$ cat src/rtl/alu_mc.sv
// Multi-cycle ALU with valid/ready handshakes: single-cycle logic/arith ops plus
// iterative shift-add multiply and restoring divide (fixed WIDTH-step latency).
module alu_mc #(
  parameter int unsigned WIDTH = 32
) (
  input  logic             clk,
  input  logic             reset,
  input  logic             in_valid,
  output logic             in_ready,
  input  logic [WIDTH-1:0] A,
  input  logic [WIDTH-1:0] B,
  input  logic [3:0]       ALU_control_in,
  output logic             out_valid,
  input  logic             out_ready,
  output logic [WIDTH-1:0] ALU_result,
  output logic             zero
);

  localparam int unsigned ShW  = $clog2(WIDTH);
  localparam int unsigned CntW = $clog2(WIDTH + 1);

  typedef enum logic [1:0] {StIdle, StBusy, StDone} state_e;

  state_e            state_q, state_d;
  logic [CntW-1:0]   cnt_q, cnt_d;
  logic [WIDTH-1:0]  hi_q, hi_d;
  logic [WIDTH-1:0]  lo_q, lo_d;
  logic [WIDTH-1:0]  b_q, b_d;
  logic [1:0]        op_q, op_d;
  logic [WIDTH-1:0]  result_q, result_d;
  logic              zero_q, zero_d;

  logic [ShW-1:0]    shamt;
  logic [WIDTH-1:0]  single_res;
  logic [WIDTH:0]    mul_sum;
  logic [WIDTH:0]    div_shift;
  logic [WIDTH:0]    div_diff;
  logic              div_ge;
  logic [WIDTH-1:0]  hi_step, lo_step;

  // Single-cycle datapath operates directly on the inputs at the acceptance edge.
  always_comb begin
    shamt      = B[ShW-1:0];
    single_res = A;
    case (ALU_control_in)
      4'b0011: single_res = A + B;
      4'b0010: single_res = A - B;
      4'b0001: single_res = A << shamt;
      4'b0110: single_res = A ^ B;
      4'b0111: single_res = A >> shamt;
      4'b1001: single_res = A | B;
      4'b1010: single_res = A & B;
      4'b0100: single_res = {{(WIDTH-1){1'b0}}, ($signed(A) < $signed(B))};
      4'b0101: single_res = {{(WIDTH-1){1'b0}}, (A < B)};
      4'b1000: single_res = WIDTH'($signed(A) >>> shamt);
      default: single_res = A;
    endcase
  end

  // One iteration step. mul: hi:lo is the running product, multiplier bits consumed
  // from lo[0]. div: hi is the partial remainder, lo shifts dividend out / quotient in.
  always_comb begin
    mul_sum   = {1'b0, hi_q} + (lo_q[0] ? {1'b0, b_q} : '0);
    div_shift = {hi_q, lo_q[WIDTH-1]};
    div_ge    = div_shift >= {1'b0, b_q};
    div_diff  = div_shift - {1'b0, b_q};
    if (!op_q[1]) begin
      hi_step = mul_sum[WIDTH:1];
      lo_step = {mul_sum[0], lo_q[WIDTH-1:1]};
    end else begin
      hi_step = div_ge ? div_diff[WIDTH-1:0] : div_shift[WIDTH-1:0];
      lo_step = {lo_q[WIDTH-2:0], div_ge};
    end
  end

  always_comb begin
    state_d  = state_q;
    cnt_d    = cnt_q;
    hi_d     = hi_q;
    lo_d     = lo_q;
    b_d      = b_q;
    op_d     = op_q;
    result_d = result_q;
    unique case (state_q)
      StIdle: begin
        if (in_valid) begin
          if (ALU_control_in[3:2] == 2'b11) begin
            state_d = StBusy;
            cnt_d   = CntW'(WIDTH);
            hi_d    = '0;
            lo_d    = A;
            b_d     = B;
            op_d    = ALU_control_in[1:0];
          end else begin
            state_d  = StDone;
            result_d = single_res;
          end
        end
      end
      StBusy: begin
        hi_d  = hi_step;
        lo_d  = lo_step;
        cnt_d = cnt_q - CntW'(1);
        if (cnt_q == CntW'(1)) begin
          state_d  = StDone;
          // mulhu and remu take the high half; mul and divu the low half.
          result_d = op_q[0] ? hi_step : lo_step;
        end
      end
      StDone: begin
        if (out_ready) state_d = StIdle;
      end
      default: state_d = StIdle;
    endcase
    zero_d = (result_d == '0);
  end

  always_ff @(posedge clk or negedge reset) begin
    if (!reset) begin
      state_q  <= StIdle;
      cnt_q    <= '0;
      hi_q     <= '0;
      lo_q     <= '0;
      b_q      <= '0;
      op_q     <= '0;
      result_q <= '0;
      zero_q   <= 1'b1;
    end else begin
      state_q  <= state_d;
      cnt_q    <= cnt_d;
      hi_q     <= hi_d;
      lo_q     <= lo_d;
      b_q      <= b_d;
      op_q     <= op_d;
      result_q <= result_d;
      zero_q   <= zero_d;
    end
  end

  assign in_ready   = (state_q == StIdle);
  assign out_valid  = (state_q == StDone);
  assign ALU_result = result_q;
  assign zero       = zero_q;

endmodule

$ cat config.mk
export PLATFORM = sky130hd
export DESIGN_NAME = alu_mc
export DESIGN_NICKNAME = d
export VERILOG_FILES = /design/src/rtl/alu_mc.sv
export SDC_FILE = /design/constraint.sdc
export NUM_CORES = 1
export LEC_CHECK = 0
export ABC_CLOCK_PERIOD_IN_PS = 4500
export CAP_MARGIN = 20
export CELL_PAD_IN_SITES_DETAIL_PLACEMENT = 1
export CELL_PAD_IN_SITES_GLOBAL_PLACEMENT = 1
export CORE_UTILIZATION = 42
export CTS_CLUSTER_SIZE = 28
export DETAILED_ROUTE_END_ITERATION = 8
export PLACE_DENSITY = 0.88
export SLEW_MARGIN = 20
export SYNTH_ARGS = -nofsm -noshare
export SYNTH_HDL_FRONTEND = slang
export SYNTH_SLANG_ARGS = --single-unit
$ cat constraint.sdc
create_clock -name clk -period 4.5 [get_ports clk]
set_input_delay 1.35 -clock clk [delete_from_list [all_inputs] [get_ports clk]]
set_output_delay 1.35 -clock clk [all_outputs]
set_load 0.03 [all_outputs]
==> results of run 1 <==
kinds of logic after synthesis:
group           count (synthesis)  synth area share
compound gates               1016             0.315
simple gates                  972             0.213
buf+inv                       380            0.0721
mux                           182             0.118
fa+ha+maj                     169            0.0982
flops                         139             0.159
xor+xnor                       63            0.0253
per-layer routing:
layer,GRT usage,GRT overflow
met4,0.932,315
met1,0.899,48
met2,1.01,509
met5,0.671,15
met3,0.844,62
stage by stage:
step	hold WS, ps	TNS [ps]
after CTS	591	-687
after detailed placement	565	-15260
after global placement	520	-8540
after floorplan	468	-609
what timing repair did:
item                                    CTS
resized for setup                       526
pin swaps                               102
endpoints found under the setup margin   14
hold endpoints to repair                  0
gates cloned                              3
buffers inserted                         71
==> results.sh, run 1 <==
export IMPL_rows=83
export IMPL_netlist_area_leader_share=0.158
export IMPL_grtUsageTotal=0.915
export IMPL_synth_fp_nets=3162
export IMPL_yosysWarnings=0
export IMPL_overflow=949
export IMPL_synthArstFlopShare=1.00
export IMPL_first_global_vias=46200
export IMPL_haltStage="5_1_grt"
export IMPL_initial_core_util=0.426
export IMPL_place_inst=4424
export IMPL_pre_cts_ws_ps=-1920
export IMPL_synthesis_area_um2=21800
export IMPL_clkSinkCount=139
export IMPL_synth_most_common_cell="nand2_1"
export IMPL_status="aborted with a tool error"
export IMPL_synth_seq_area_share=0.159
export IMPL_grt_pass1_wl_um=362000
export IMPL_cts_hold_buf=0
export IMPL_ys_seq_elements=139
export IMPL_synthTopCellsByCount="nand2_1 (336), o21ai_0 (238), nor2_1 (221)"
export IMPL_ios=107
export IMPL_clockRootBuffer="clkbuf_16"
export IMPL_synth_edff_count=0
export IMPL_syn_area_per_cell_um2=7.48
export IMPL_grt_max_degree=63
export IMPL_die_width_um=230
export IMPL_gp_congestion=1.22
export IMPL_synth_distinct_cells=100
export IMPL_htreeDepth=4
export IMPL_synth_top_area_cell="dfrtp_1"
export IMPL_portBuffers=106
export IMPL_cts_buffers=17
export IMPL_cts_path_max_buffers=2
export IMPL_synthTopCellsByArea="dfrtp_1 (16%), ha_1 (9.5%), nand2_1 (5.8%)"
export IMPL_synth_flop_cell="dfrtp_1"
export IMPL_dpl_hpwl_um=121000
export IMPL_error="[ERROR GRT-0116] Global routing finished with congestion. Check the congestion regions in the DRC Viewer."
export IMPL_die_h_um=230
export IMPL_placed_cell_area_um2=30000
export IMPL_syn_inst=2921
==> run 2, diff against run 1 <==
Settings changed: ABC_CLOCK_PERIOD_IN_PS 4500 to 5900, CELL_PAD_IN_SITES_DETAIL_PLACEMENT 1 to not set, CELL_PAD_IN_SITES_GLOBAL_PLACEMENT 1 to not set, CORE_UTILIZATION 42 to 28, CTS_CLUSTER_SIZE 28 to not set, PLACE_DENSITY 0.88 to not set, PLACE_DENSITY_LB_ADDON set to 0.15.
Clock period 4.5 ns to 5.9 ns, I/O delays scaled along.
==> run 2 against run 1 <==
- the run now ends clean
- synthesized area is the same
- synthesized cell count is the same
==> results.sh, run 2 <==
export IMPL_die_h_um=281
export IMPL_period_needed_ps=5880
export IMPL_syn_inst=2921
export IMPL_tightestPinTransition_ps=1360
export IMPL_crit_path_max_fanout=5
export IMPL_drtIter0Drc=2965
export IMPL_final_util=0.401
export IMPL_path_buf_inv=3
export IMPL_synth_seq_area_share=0.159
export IMPL_skew_ps=19.0
export IMPL_vias=27600
export IMPL_gp_congestion=1.01
export IMPL_start_kind="input port"
export IMPL_r2r_end="zero"
export IMPL_core_area_um2=77300
export IMPL_switchingPower_mw=6.43
export IMPL_status="completed"
export IMPL_nets=3863
export IMPL_htreeDepth=4
export IMPL_maxCapViolations=0
export IMPL_grtUsageTotal=0.329
export IMPL_firstDrtPassIters=7
export IMPL_cts_buffers=17
export IMPL_layout_commonest_cell="buf_4"
export IMPL_drc_errors=0
export IMPL_synthTopCellsByCount="nand2_1 (336), o21ai_0 (238), nor2_1 (221)"
export IMPL_synth_compound_area_frac=0.315
export IMPL_cts_path_max_buffers=2
export IMPL_reg2reg_depth=13
export IMPL_grt_antenna_before_repair=6
export IMPL_synthArstFlopShare=1.00
export IMPL_p_per_area_nw_per_um2=385
export IMPL_grt_max_degree=84
export IMPL_power_mw=11.9
export IMPL_leakagePower_nw=14.0
export IMPL_viasPerCell=5.91
export IMPL_critical_path_required_ps=6270
export IMPL_ios=107
export IMPL_synth_area_mux_share=0.118
export IMPL_overflow=0
export IMPL_clkPwrFrac=0.097
export IMPL_slew_viol_final=0
export IMPL_area_growth_pct=42.1
export IMPL_rows=102
export IMPL_die_width_um=281
export IMPL_fmax_mhz=170
export IMPL_synth_edff_count=0
export IMPL_crit_slowest_cell="or4_4"
export IMPL_synth_distinct_cells=100
export IMPL_clk_latency_ps=450
export IMPL_dieArea_um2=79100
export IMPL_setup_worst_path_class="input port to flip-flop"
export IMPL_vdd_ir_drop_max_v=0.000278
export IMPL_p_sw_frac=0.538
export IMPL_dpl_hpwl_um=109000
export IMPL_portBuffers=106
export IMPL_grt_pass1_wl_um=190000
export IMPL_netlist_area_leader_share=0.158
export IMPL_relSlewSlack=0.0870
export IMPL_ys_seq_elements=139
export IMPL_syn_area_per_cell_um2=7.48
export IMPL_hold_path_class="flip-flop to flip-flop"
export IMPL_synthXorXnorAreaFrac=0.0253
export IMPL_synth_fp_nets=3162
export IMPL_cp_arrival_ps=6250
export IMPL_holdPathStages=2
export IMPL_clkSinkCount=139
export IMPL_p_comb_frac=0.739
export IMPL_yosysWarnings=0
export IMPL_layout_drive_gt1_share=0.313
export IMPL_synthesis_area_um2=21800
export IMPL_drt_wl_total_um=132000
export IMPL_seqPwrFrac=0.164
export IMPL_hp_start="b_q[0]"
export IMPL_hold_ws_ps=540
export IMPL_internal_power_mw=5.52
export IMPL_final_cell_mix="buf_4 (767), nand2_1 (336), o21ai_0 (223)"
export IMPL_r2r_setup_slack_ps=430
export IMPL_path_clk_slew_ps=70
export IMPL_hold_violations=0
export IMPL_synth_top_family_by_area="compound AO/OA/AOI/OAI gates"
export IMPL_cts_tree="done"
export IMPL_first_global_vias=27000
export IMPL_synth_most_common_cell="nand2_1"
export IMPL_initial_core_util=0.282
export IMPL_clockRootBuffer="clkbuf_16"
export IMPL_cp_top_family="simple AND/OR/NAND/NOR gates"
export IMPL_synth_top_area_cell="dfrtp_1"
export IMPL_drtAntennaViolNets=0
export IMPL_r2r_start="hi_q[2]"
export IMPL_hold_path_end="b_q[0]"
export IMPL_synth_fa_ha_area_frac=0.0982
export IMPL_detail_route_wl_per_cell_um=28.3
export IMPL_synthTopCellsByArea="dfrtp_1 (16%), ha_1 (9.5%), nand2_1 (5.8%)"
export IMPL_synth_flop_cell="dfrtp_1"
export IMPL_worstPathCellList="clkdlybuf4s50_1, inv_1, ha_2, inv_1, nand4_1, o41ai_2, a31o_2, a2111o_1, a41o_4, a21oi_1, a211oi_2, nand4b_1, or4_4, or4_4, nor4_4"
export IMPL_setup_violations=0
export IMPL_min_period_over_period=0.997
export IMPL_max_stage_delay_ps=590
export IMPL_cts_hold_buf=0
export IMPL_worstSetupEndpointType="flip-flop"
export IMPL_synthSimpleGateAreaFrac=0.213
[run 2: power by group through the flow]
stage	Sequential [mW]	Combinational, mW	Clock [mW]
2_1_floorplan	1.86	4.91	0
3_3_place_gp	1.95	8.38	0
3_5_place_dp	1.96	8.41	0
4_1_cts	1.94	8.49	1.17
5_1_grt	2.01	9.42	1.21
6_report	1.96	8.83	1.16
[run 2: metal layers]
metal,GRT usage,wire length (µm),vias to the layer above
met5,0,13,-
met4,0.121,5640,2
met3,0.0412,9410,220
met2,0.503,56500,1316
met1,0.471,60600,13700
li1,-,-,12400
[run 2: cells by family (layout without fill, tap and decap cells)]
group,after synthesis,in the layout
AO/OA/AOI/OAI,1016,1016
multiplexers,182,182
other,0,1
adder cells (fa/ha/maj),169,169
buffers and inverters,380,1094
XOR/XNOR,63,63
flip-flops,139,139
AND/OR/NAND/NOR,972,972
[run 2: repair_timing]
item	in CTS	in global routing
gates resized for setup	25	210
buffers inserted	1	20
endpoints found under the setup margin	1	3
pin swaps	3	50
[run 2: worst max path at each step]
stage	slack, ps	start	to	cells after the start
floorplan	40	B[2]	zero	19
global route	-40	A[17]	zero	16
CTS	3	A[14]	zero	15
finish	20	A[17]	zero	15
global placement	-740	A[2]	zero	17
detailed placement	-700	A[2]	zero	17
[run 2: cell type report]
type                    count  area [µm²]
fillers                  8152       46300
multi-input cells        2402       17700
repair buffers            902        7340
flip-flops and latches    139        3480
well taps                1040        1300
inverters                 160         604
clock buffers              19         443
clock inverters            13         158
diodes                      1        2.50
[run 2: stage by stage]
stage / worst slack [ps] / instances / TNS (ps) / instance area, µm²
floorplan: 41.3 / 2921 / 0 / 21900
global placement: -740 / 4622 / -1500 / 29300
detailed placement: -705 / 4622 / -1320 / 29300
CTS: 3.03 / 4655 / 0 / 30000
global route: -42.2 / 4675 / -42.2 / 31000
finish: 16.8 / 4676 / 0 / 31000
[run 2: worst reg2reg max path, stage by stage, from the launching register on]
cell and delay, ps:
dfrtp_1 430, ha_1 370, nand2_1 240, a211oi_1 590
o2111a_1 340, o31a_1 560, o21ai_0 250, a41oi_1 550
o2111ai_2 200, nor4_2 290, nand4b_1 280, or4_4 580
or4_4 510, nor4_4 210
No activity file was read; power rests on OpenSTA's default activity.
